### config.mk
export PLATFORM = sky130hd
export DESIGN_NAME = uart16550_rxfifo_ctrl_flat
export DESIGN_NICKNAME = d
export VERILOG_FILES = /design/src/rtl/uart16550_rxfifo_ctrl_if.sv /design/src/rtl/uart16550_rxfifo_ctrl.sv /design/src/flat_wrapper.sv
export SDC_FILE = /design/constraint.sdc
export NUM_CORES = 1
export LEC_CHECK = 0
export ABC_AREA = 1
export CAP_MARGIN = 20
export CORE_AREA = 10 10 200 155
export CTS_CLUSTER_DIAMETER = 80
export CTS_CLUSTER_SIZE = 20
export DETAILED_ROUTE_END_ITERATION = 7
export DIE_AREA = 0 0 210 165
export PLACE_DENSITY = 0.6
export SYNTH_ARGS = -nofsm -noshare
export SYNTH_HDL_FRONTEND = slang
export SYNTH_SLANG_ARGS = --single-unit
### constraint.sdc
create_clock -name clk_i -period 4.7 [get_ports clk_i]
set_input_delay 0.47 -clock clk_i [delete_from_list [all_inputs] [get_ports clk_i]]
set_output_delay 0.47 -clock clk_i [all_outputs]
set_load 0.1 [all_outputs]
### src/rtl/uart16550_rxfifo_ctrl_if.sv
// Receive buffer bus between the serial receiver / register file
// and the 16550 receive FIFO controller.
interface uart16550_rxfifo_ctrl_if #(
   parameter int DEPTH = 16
) ();
   localparam int LW = $clog2(DEPTH) + 1;

   logic          baudout_i;
   logic          push_i;
   logic [7:0]    d_i;
   logic          pe_i;
   logic          fe_i;
   logic          bi_i;
   logic          fifo_en_i;
   logic          rx_clr_i;
   logic [1:0]    trig_sel_i;
   logic [7:0]    char_time_i;
   logic          pop_i;
   logic          lsr_rd_i;
   logic [7:0]    q_o;
   logic          q_pe_o;
   logic          q_fe_o;
   logic          q_bi_o;
   logic          dr_o;
   logic          oe_o;
   logic          err_o;
   logic [LW-1:0] level_o;
   logic          trig_o;
   logic          timeout_o;

   modport master (
      output baudout_i, push_i, d_i, pe_i, fe_i, bi_i,
      output fifo_en_i, rx_clr_i, trig_sel_i, char_time_i,
      output pop_i, lsr_rd_i,
      input  q_o, q_pe_o, q_fe_o, q_bi_o, dr_o, oe_o,
      input  err_o, level_o, trig_o, timeout_o
   );

   modport slave (
      input  baudout_i, push_i, d_i, pe_i, fe_i, bi_i,
      input  fifo_en_i, rx_clr_i, trig_sel_i, char_time_i,
      input  pop_i, lsr_rd_i,
      output q_o, q_pe_o, q_fe_o, q_bi_o, dr_o, oe_o,
      output err_o, level_o, trig_o, timeout_o
   );
endinterface

### src/rtl/uart16550_rxfifo_ctrl.sv
// 16550 receive buffer: FIFO/16450 storage, LSR status bits,
// trigger-level and character-timeout interrupt requests.
module uart16550_rxfifo_ctrl #(
   parameter int DEPTH   = 16,
   parameter int TO_MULT = 4
) (
   input logic                    clk_i,
   input logic                    rst_i,
   uart16550_rxfifo_ctrl_if.slave bus
);
   localparam int PW = $clog2(DEPTH);
   localparam int LW = PW + 1;

   logic [10:0]   mem_q [DEPTH];
   logic [PW-1:0] rd_q, rd_d, wr_q, wr_d;
   logic [LW-1:0] lvl_q, lvl_d, err_q, err_d;
   logic [9:0]    to_q, to_d, lim;
   logic          oe_q, oe_d, fen_q;
   logic          clr, empty, full;
   logic          push_ok, pop_ok, ovr, flg_in;
   logic [10:0]   head;
   int            thr;

   // a mode switch flushes the buffer exactly like an FCR[1] write
   assign clr     = bus.rx_clr_i | (bus.fifo_en_i ^ fen_q);
   assign empty   = (lvl_q == '0);
   assign full    = bus.fifo_en_i ? (lvl_q == LW'(DEPTH)) : !empty;
   assign pop_ok  = bus.pop_i & !empty;
   assign push_ok = bus.push_i & (!full | pop_ok);
   assign ovr     = bus.push_i & full & !pop_ok & !clr;
   assign flg_in  = bus.pe_i | bus.fe_i | bus.bi_i;
   assign head    = empty ? '0 : mem_q[rd_q];
   assign lim     = 10'(TO_MULT * int'(bus.char_time_i));

   always_comb begin
      rd_d  = rd_q;
      wr_d  = wr_q;
      lvl_d = lvl_q;
      err_d = err_q;
      to_d  = to_q;
      oe_d  = ovr | (oe_q & !bus.lsr_rd_i);
      if (clr) begin
         rd_d  = '0;
         wr_d  = '0;
         lvl_d = '0;
         err_d = '0;
         to_d  = '0;
      end else begin
         if (push_ok) wr_d = wr_q + PW'(1);
         if (pop_ok)  rd_d = rd_q + PW'(1);
         lvl_d = lvl_q + LW'(push_ok) - LW'(pop_ok);
         err_d = err_q + LW'(push_ok & flg_in)
               - LW'(pop_ok & (|head[10:8]));
         if (bus.push_i | bus.pop_i | empty | !bus.fifo_en_i)
            to_d = '0;
         else if (bus.baudout_i && to_q < lim)
            to_d = to_q + 10'd1;
      end
   end

   always_ff @(posedge clk_i) begin
      if (rst_i) begin
         rd_q  <= '0;
         wr_q  <= '0;
         lvl_q <= '0;
         err_q <= '0;
         to_q  <= '0;
         oe_q  <= 1'b0;
         fen_q <= bus.fifo_en_i;
      end else begin
         rd_q  <= rd_d;
         wr_q  <= wr_d;
         lvl_q <= lvl_d;
         err_q <= err_d;
         to_q  <= to_d;
         oe_q  <= oe_d;
         fen_q <= bus.fifo_en_i;
      end
   end

   always_ff @(posedge clk_i) begin
      if (!rst_i && !clr && push_ok)
         mem_q[wr_q] <= {bus.bi_i, bus.fe_i, bus.pe_i, bus.d_i};
   end

   always_comb begin
      case (bus.trig_sel_i)
         2'b00:   thr = 1;
         2'b01:   thr = 4;
         2'b10:   thr = 8;
         default: thr = 14;
      endcase
      if (!bus.fifo_en_i) thr = 1;
   end

   assign bus.q_o       = head[7:0];
   assign bus.q_pe_o    = head[8];
   assign bus.q_fe_o    = head[9];
   assign bus.q_bi_o    = head[10];
   assign bus.dr_o      = !empty;
   assign bus.oe_o      = oe_q;
   assign bus.err_o     = (err_q != '0);
   assign bus.level_o   = lvl_q;
   assign bus.trig_o    = (int'(lvl_q) >= thr);
   assign bus.timeout_o = bus.fifo_en_i & !empty & (to_q >= lim);
endmodule
### src/flat_wrapper.sv
// flat-port wrapper written by rule: the top's interface ports become plain ports
module uart16550_rxfifo_ctrl_flat 
#(
   parameter int DEPTH   = 16,
   parameter int TO_MULT = 4
)
  (clk_i, rst_i, bus_baudout_i, bus_push_i, bus_d_i, bus_pe_i, bus_fe_i, bus_bi_i, bus_fifo_en_i, bus_rx_clr_i, bus_trig_sel_i, bus_char_time_i, bus_pop_i, bus_lsr_rd_i, bus_q_o, bus_q_pe_o, bus_q_fe_o, bus_q_bi_o, bus_dr_o, bus_oe_o, bus_err_o, bus_level_o, bus_trig_o, bus_timeout_o);
  uart16550_rxfifo_ctrl_if #(.DEPTH(DEPTH)) bus_i ();
  input logic clk_i;
  input logic rst_i;
  input wire logic [$bits(bus_i.baudout_i)-1:0] bus_baudout_i;
  input wire logic [$bits(bus_i.push_i)-1:0] bus_push_i;
  input wire logic [$bits(bus_i.d_i)-1:0] bus_d_i;
  input wire logic [$bits(bus_i.pe_i)-1:0] bus_pe_i;
  input wire logic [$bits(bus_i.fe_i)-1:0] bus_fe_i;
  input wire logic [$bits(bus_i.bi_i)-1:0] bus_bi_i;
  input wire logic [$bits(bus_i.fifo_en_i)-1:0] bus_fifo_en_i;
  input wire logic [$bits(bus_i.rx_clr_i)-1:0] bus_rx_clr_i;
  input wire logic [$bits(bus_i.trig_sel_i)-1:0] bus_trig_sel_i;
  input wire logic [$bits(bus_i.char_time_i)-1:0] bus_char_time_i;
  input wire logic [$bits(bus_i.pop_i)-1:0] bus_pop_i;
  input wire logic [$bits(bus_i.lsr_rd_i)-1:0] bus_lsr_rd_i;
  output wire logic [$bits(bus_i.q_o)-1:0] bus_q_o;
  output wire logic [$bits(bus_i.q_pe_o)-1:0] bus_q_pe_o;
  output wire logic [$bits(bus_i.q_fe_o)-1:0] bus_q_fe_o;
  output wire logic [$bits(bus_i.q_bi_o)-1:0] bus_q_bi_o;
  output wire logic [$bits(bus_i.dr_o)-1:0] bus_dr_o;
  output wire logic [$bits(bus_i.oe_o)-1:0] bus_oe_o;
  output wire logic [$bits(bus_i.err_o)-1:0] bus_err_o;
  output wire logic [$bits(bus_i.level_o)-1:0] bus_level_o;
  output wire logic [$bits(bus_i.trig_o)-1:0] bus_trig_o;
  output wire logic [$bits(bus_i.timeout_o)-1:0] bus_timeout_o;
  assign bus_i.baudout_i = bus_baudout_i;
  assign bus_i.push_i = bus_push_i;
  assign bus_i.d_i = bus_d_i;
  assign bus_i.pe_i = bus_pe_i;
  assign bus_i.fe_i = bus_fe_i;
  assign bus_i.bi_i = bus_bi_i;
  assign bus_i.fifo_en_i = bus_fifo_en_i;
  assign bus_i.rx_clr_i = bus_rx_clr_i;
  assign bus_i.trig_sel_i = bus_trig_sel_i;
  assign bus_i.char_time_i = bus_char_time_i;
  assign bus_i.pop_i = bus_pop_i;
  assign bus_i.lsr_rd_i = bus_lsr_rd_i;
  assign bus_q_o = bus_i.q_o;
  assign bus_q_pe_o = bus_i.q_pe_o;
  assign bus_q_fe_o = bus_i.q_fe_o;
  assign bus_q_bi_o = bus_i.q_bi_o;
  assign bus_dr_o = bus_i.dr_o;
  assign bus_oe_o = bus_i.oe_o;
  assign bus_err_o = bus_i.err_o;
  assign bus_level_o = bus_i.level_o;
  assign bus_trig_o = bus_i.trig_o;
  assign bus_timeout_o = bus_i.timeout_o;
  uart16550_rxfifo_ctrl #(.DEPTH(DEPTH), .TO_MULT(TO_MULT)) u_core (.clk_i(clk_i), .rst_i(rst_i), .bus(bus_i));
endmodule
==> flow_summary.toml, run 1 <==
[sta]
finalCritPeriodShare = 0.749
skew_ps = 9.11
maxSlewViolCount = 0
rsz0062_at_grt = "false"
setup_viol = 0
tns_ps = 0
worst_slew_pin_slew_ps = 995
fmax_mhz = 284
finalCriticalPeriod_ps = 3520
hold_viol = 0
max_slew_margin = 0.335

[yosys]
yosysTopAreaCell = "edfxtp_1"
syn_area_mm2 = 0.00934
synth-seq-area-share = 0.639
synthesis.nets = 929
synth.most_common_cell = "edfxtp_1"
synthMuxAreaShare = 0
synth_top_area_frac = 0.566
syn_avg_cell_area_um2 = 10.8
synth_edf_count = 176
yosys-top-cells-count = "176 x edfxtp_1, 166 x nand2_1, 92 x nor2_1, 73 x inv_1, 72 x nand3_1"
synth-async-reset-ratio = 0
ys_seq_elements = 210
yosysUniqueCellTypes = 37
synthAdderAreaFrac = 0.0458
ys_warn_count = 0
synth_compound_area_frac = 0.0871
synthCells = 867
ys_top_cells_by_area = "edfxtp_1 57%, dfxtp_1 7.3%, nand2_1 6.7%"
synth_top_family_by_area = "simple AND/OR/NAND/NOR gates"
ys.flop_type = "edfxtp_1"
synth-xor-area-share = 0.0113
synthSimpleGateAreaFrac = 0.161

[placement]
numPortBuffers = 49
dpl_cell_area_mm2 = 0.0102
globalplace.congestion = 0.797
dp_hpwl_mm = 13.3

[setup_path]
critPathRequiredTime_ps = 5100
cp.arrival_ps = 3920
critical_path.cell_chain = "buf_4 -> nor2_1 -> nor2_1 -> o21ai_0 -> nand3_1 -> nand3_1 -> nand2_1 -> nor2_1 -> a21oi_1 -> ha_1 -> inv_1 -> ha_1 -> inv_1 -> fa_1 -> inv_1 -> a21oi_1 -> o21ai_0 -> o21ai_1 -> a21oi_1"
cp-start-kind = "flip-flop"
path_class = "flip-flop to flip-flop"
rr_endpoint = "u_core.err_q[4]"
reg2regPathDepth = 19
rrSetupSlack_ps = 1180
endpoint_kind = "flip-flop"
critical_path.max_stage_delay_ps = 730
cpMaxStageDelayCell = "buf_4"
path_max_fanout = 88

[finish]
antenna_cells = 0
drive_gt1_frac = 0.0791
fin_nets = 979
final_cell_area_mm2 = 0.0106
syn_to_final_growth_pct = 13.7

[clock_tree]
cts.sinks = 210
cts_made_buffers = 15
post_cts_buffers = 0
ctsResizeCount = 0
clk_pin_slew_worst_paths_ps = 80
h-tree-depth = 1
clk-insertion-delay-late_ps = 470
ctsRootBufferMaster = "clkbuf_16"
cts_tree = "done"
clk_path_buf_depth = 3
ctsHoldBuffers = 0

[floorplanning]
die_height_um = 165
coreArea_mm2 = 0.0268
start_util = 0.348
rows = 52
fp.dieArea_mm2 = 0.0347
num_io_pins = 50
fp.dieW_um = 210

[route]
ant_nets = 0
drt_first_pass_iters = 5
dr.first_iter.drc_count = 560
routed-via-count = 6249
drc_errors = 0
avgViaCountPerCell = 4.91
wl_per_cell_um = 16.8
route.final.wire_length_mm = 21.5

[global_routing]
grt_usage = 0.123
grt_pass1_vias = 5997
gr-total-overflow = 0
grt_antenna_before_repair = 0
grt_pass1_wl_mm = 34.0
grt_max_degree = 89

[job]
maxCapViolations = 0

[pwr]
p_per_area_mw_per_mm2 = 346
p_leak_nw = 3.87
vdd_ir_drop_max_uv = 225

[worst_hold_path]
hold_path.class = "flip-flop to flip-flop"
worstHoldStart = "u_core.bus.oe_o"
holdPathEnd = "u_core.bus.oe_o"
whs_path_depth = 2

[outcome]
status = "finished, final reports clean"
-- flip-flops by register name (all words and copies together), names as in the netlist, named ones only --
signal / flops
u_core.mem_q: 176
u_core.bus.oe_o: 1
u_core.fen_q: 1
u_core.rd_q: 4
u_core.err_q: 5
u_core.wr_q: 4
u_core.to_q: 10
u_core.bus.level_o: 5
-- worst max path at each step --
stage | endpoint | depth (start not counted) | start
floorplan | bus_q_bi_o | 6 | u_core.bus.level_o[2]
global placement | u_core.err_q[4] | 19 | flip-flop
detailed placement | u_core.err_q[4] | 19 | flip-flop
CTS | u_core.err_q[4] | 19 | flip-flop
global route | u_core.err_q[4] | 19 | flip-flop
finish | u_core.err_q[4] | 19 | flip-flop
-- final cells by class --
class / count / area (µm²)
clock buffers: 20 / 394
inverters: 81 / 309
well taps: 351 / 439
fillers: 2583 / 16200
repair buffers: 70 / 616
multi-input cells: 539 / 2850
clock inverters: 3 / 41.3
flip-flops and latches: 210 / 5970
-- through the flow --
stage               power, mW  hold WS, ps  setup slack [ps]  std cells   util
floorplan                2.37          441               728        867      -
global placement         2.49          463              1320       1251  0.380
detailed placement       2.49          469              1190       1251  0.380
CTS                      3.70          481              1180       1274  0.396
global route             3.80          509               834       1274  0.396
finish                   3.67          480              1180       1274  0.396
-- cells by family (layout without fill, tap and decap cells) --
| group | count (synthesis) | in the layout |
|---|---|---|
| buf+inv | 118 | 174 |
| simple gates | 350 | 350 |
| xor+xnor | 12 | 12 |
| flops | 210 | 210 |
| compound gates | 144 | 144 |
| fa+ha+maj | 33 | 33 |
-- where the power goes --
group	leakage (nW)	switching [mW]	internal, mW	total, mW
combinational	1.80	0.310	0.108	0.418
sequential	1.86	0.00699	2.02	2.03
clock	0.209	0.617	0.604	1.22
total	3.87	0.934	2.73	3.67
-- critical path: cells and delay by family (launching register included) --
family                     cells  cell delay, ps
adders and majority gates      3             790
AOI/OAI and AO/OA              6             740
DFF                            1             360
and+or+nand+nor                6             620
buffers and inverters          4             920
-- per-layer routing --
layer | track usage | vias to the layer above | share of wire
met4 | 0.0330 | 0 | 0.024
met3 | 0.0210 | 31 | 0.057
li1 | - | 3085 | -
met5 | 0 | - | 0
met2 | 0.196 | 172 | 0.45
met1 | 0.168 | 2961 | 0.46
-- layout by cell type (no fill, tap or decap), types with 2 or more instances in the layout --
cell type / count
clkbuf_16: 15
xor2_1: 10
a21oi_1: 57
edfxtp_1: 176
clkinv_8: 2
clkdlybuf4s50_1: 36
clkbuf_1: 5
buf_4: 34
xnor2_1: 2
a21o_1: 2
o21ai_0: 45
nand2_1: 166
o211ai_1: 8
o221ai_1: 8
inv_1: 73
inv_4: 2
nor2_1: 92
o21ai_2: 2
nor3_1: 3
o21ai_1: 10
inv_2: 6
nor2_4: 3
nand4_1: 7
fa_1: 2
ha_1: 31
o31ai_1: 8
dfxtp_1: 33
nand2_2: 2
nand3_1: 72
(Power assumes the default switching activity.)
==> run 2, diff against run 1 <==
--- a/config.mk
+++ b/config.mk
@@ -12,7 +12,7 @@
 export CTS_CLUSTER_SIZE = 20
 export DETAILED_ROUTE_END_ITERATION = 7
 export DIE_AREA = 0 0 210 165
-export PLACE_DENSITY = 0.6
+export PLACE_DENSITY = 0.62
 export SYNTH_ARGS = -nofsm -noshare
 export SYNTH_HDL_FRONTEND = slang
 export SYNTH_SLANG_ARGS = --single-unit
==> constraint.sdc (replaced) <==
create_clock -name clk_i -period 2.85 [get_ports clk_i]
set_input_delay 0.285 -clock clk_i [delete_from_list [all_inputs] [get_ports clk_i]]
set_output_delay 0.285 -clock clk_i [all_outputs]
set_load 0.1 [all_outputs]
==> run 2 against run 1 <==
  * Clock power up 72%
  * Largest power group unchanged
  * Critical endpoint unchanged
  * Non-clock buffer count up 28
  * Final area up 4.9%
  * Global-route usage up 0.21 points
  * Register-to-register slack worse by 1000 ps
  * Clock skew up 7.4 ps
==> flow_summary.toml, run 2 (synthesized netlist as in run 1, its figures left out) <==
[pwr]
switching_power_mw = 1.60
sw_frac_of_total = 0.256
power_mw = 6.24
vdd_ir_drop_max_uv = 276
p_leak_nw = 4.10
intPower_mw = 4.64
pwr-share-comb = 0.128
pwr-share-clk = 0.336
pwr-share-seq = 0.536
p_per_area_mw_per_mm2 = 560

[global_routing]
grt_max_degree = 44
grt_pass1_vias = 5934
gr-total-overflow = 0
grt_pass1_wl_mm = 34.6
grt_antenna_before_repair = 0
grt_usage = 0.125

[floorplanning]
fp.dieArea_mm2 = 0.0347
start_util = 0.348
coreArea_mm2 = 0.0268
die_height_um = 165
rows = 52
num_io_pins = 50
fp.dieW_um = 210

[setup_path]
cp-endpoint = "u_core.err_q[4]"
cp-start-kind = "flip-flop"
cp.arrival_ps = 3110
cpMaxStageDelayCell = "dfxtp_4"
critPathRequiredTime_ps = 3270
path_delay_family = "adder cells"
critical_path.cell_chain = "clkbuf_16 -> nand2_1 -> nand3_1 -> nand3_1 -> nand3_1 -> nand2_1 -> nor2_1 -> a21oi_2 -> ha_1 -> inv_1 -> ha_1 -> inv_1 -> fa_2 -> inv_1 -> a21oi_1 -> o21ai_1 -> o21ai_1 -> a21oi_1"
rr_endpoint = "u_core.err_q[4]"
rrSetupSlack_ps = 160
critical_path.max_stage_delay_ps = 430
worst-path-stages = 18
reg2regPathDepth = 18
endpoint_kind = "flip-flop"
path_class = "flip-flop to flip-flop"
path_max_fanout = 9
crit_buf_inv = 4

[clock_tree]
cts_tree = "done"
h-tree-depth = 1
clk_path_buf_depth = 3
clk_pin_slew_worst_paths_ps = 80
cts.sinks = 210
clk-insertion-delay-late_ps = 480
ctsRootBufferMaster = "clkbuf_16"
ctsHoldBuffers = 0
cts_made_buffers = 15

[worst_hold_path]
hold_path.class = "input pin to flip-flop"
whs_path_depth = 2

[route]
drc_errors = 0
ant_nets = 0
drt_first_pass_iters = 6
avgViaCountPerCell = 4.84
route.final.wire_length_mm = 22.3
wl_per_cell_um = 17.1
routed-via-count = 6301
dr.first_iter.drc_count = 605

[sta]
max_slew_margin = 0.590
fmax_mhz = 371
setup_viol = 0
maxSlewViolCount = 0
hold_viol = 0
finalCritPeriodShare = 0.945
finalCriticalPeriod_ps = 2690
fin_ws_ps = 157
worst_slew_pin_slew_ps = 613
skew_ps = 16.5

[outcome]
status = "finished, final reports clean"

[finish]
syn_to_final_growth_pct = 19.3
seq_area_mm2 = 0.00598
final_common_cell = "edfxtp_1"
fin_nets = 1007
antenna_cells = 0
reg_top3 = "u_core.mem_q x176, u_core.to_q x10"
stdcell_count = 1303
most-common-layout-cells = "176 x edfxtp_1, 166 x nand2_1, 91 x nor2_1, 73 x inv_1, 71 x nand3_1"
multi_input_area_mm2 = 0.00291
largest_reg_flops = 176
top_register = "u_core.mem_q"
drive_gt1_frac = 0.138
final_cell_area_mm2 = 0.0111
fill_cells = 2530

[placement]
dp_hpwl_mm = 14.2
dp_cells = 1273
preCtsSetupSlack_ps = 27.0
dpl_cell_area_mm2 = 0.0106
globalplace.congestion = 0.807
numPortBuffers = 49

[job]
maxCapViolations = 0
run 2: cell count changes in the layout (fill, tap and decap cells not counted), moves of 4 or more:
cell             delta
clkdlybuf4s50_1     -8
dfxtp_4             +4
a21oi_2            +11
buf_12             +15
a21oi_1            -11
buf_4              +17
dfxtp_1             -6
run 2: area by class of cell:
type,count,share of cell area
Sequential cell,210,0.537
Multi-Input combinational cell,539,0.261
Timing Repair Buffer,98,0.0930
Tap cell,351,0.0394
Clock buffer,20,0.0373
Inverter,81,0.0284
Clock inverter,4,0.00348
run 2: repair_timing:
item / 4_1_cts / 5_1_grt
buffers inserted: 0 / 3
endpoints found under the setup margin: 0 / 4
resized for setup: 0 / 11
run 2: how the worst min path moves through the flow:
| stage | startpoint | endpoint |
|---|---|---|
| after CTS | rst_i | u_core.bus.oe_o |
| after global placement | u_core.bus.oe_o | u_core.bus.oe_o |
| after global routing | rst_i | u_core.bus.oe_o |
| final | rst_i | u_core.bus.oe_o |
| after detailed placement | u_core.rd_q[2] | u_core.rd_q[2] |
| after floorplan | bus_fifo_en_i | u_core.fen_q |
run 2: metrics by stage:
stage	TNS [ps]	util	hold slack (ps)
floorplan	0	-	313
detailed placement	0	0.394	468
CTS	0	0.411	427
global route	-12.4	0.416	455
global placement	0	0.394	458
finish	0	0.416	444
run 2: power groups by stage:
stage | sequential [mW] | clock (mW) | combinational (mW)
2_1_floorplan | 3.45 | 0 | 0.470
4_1_cts | 3.35 | 2.14 | 0.801
5_1_grt | 3.35 | 2.26 | 0.858
6_report | 3.35 | 2.10 | 0.801
3_3_place_gp | 3.42 | 0 | 0.791
3_5_place_dp | 3.42 | 0 | 0.799
run 2: metal layers:
| layer | global-route usage | vias to the layer above | wire, µm |
|---|---|---|---|
| li1 | - | 3143 | - |
| met1 | 0.174 | 2980 | 10400 |
| met2 | 0.203 | 156 | 10400 |
| met3 | 0.0160 | 22 | 1210 |
| met4 | 0.0264 | 0 | 329 |
| met5 | 0 | - | 0 |
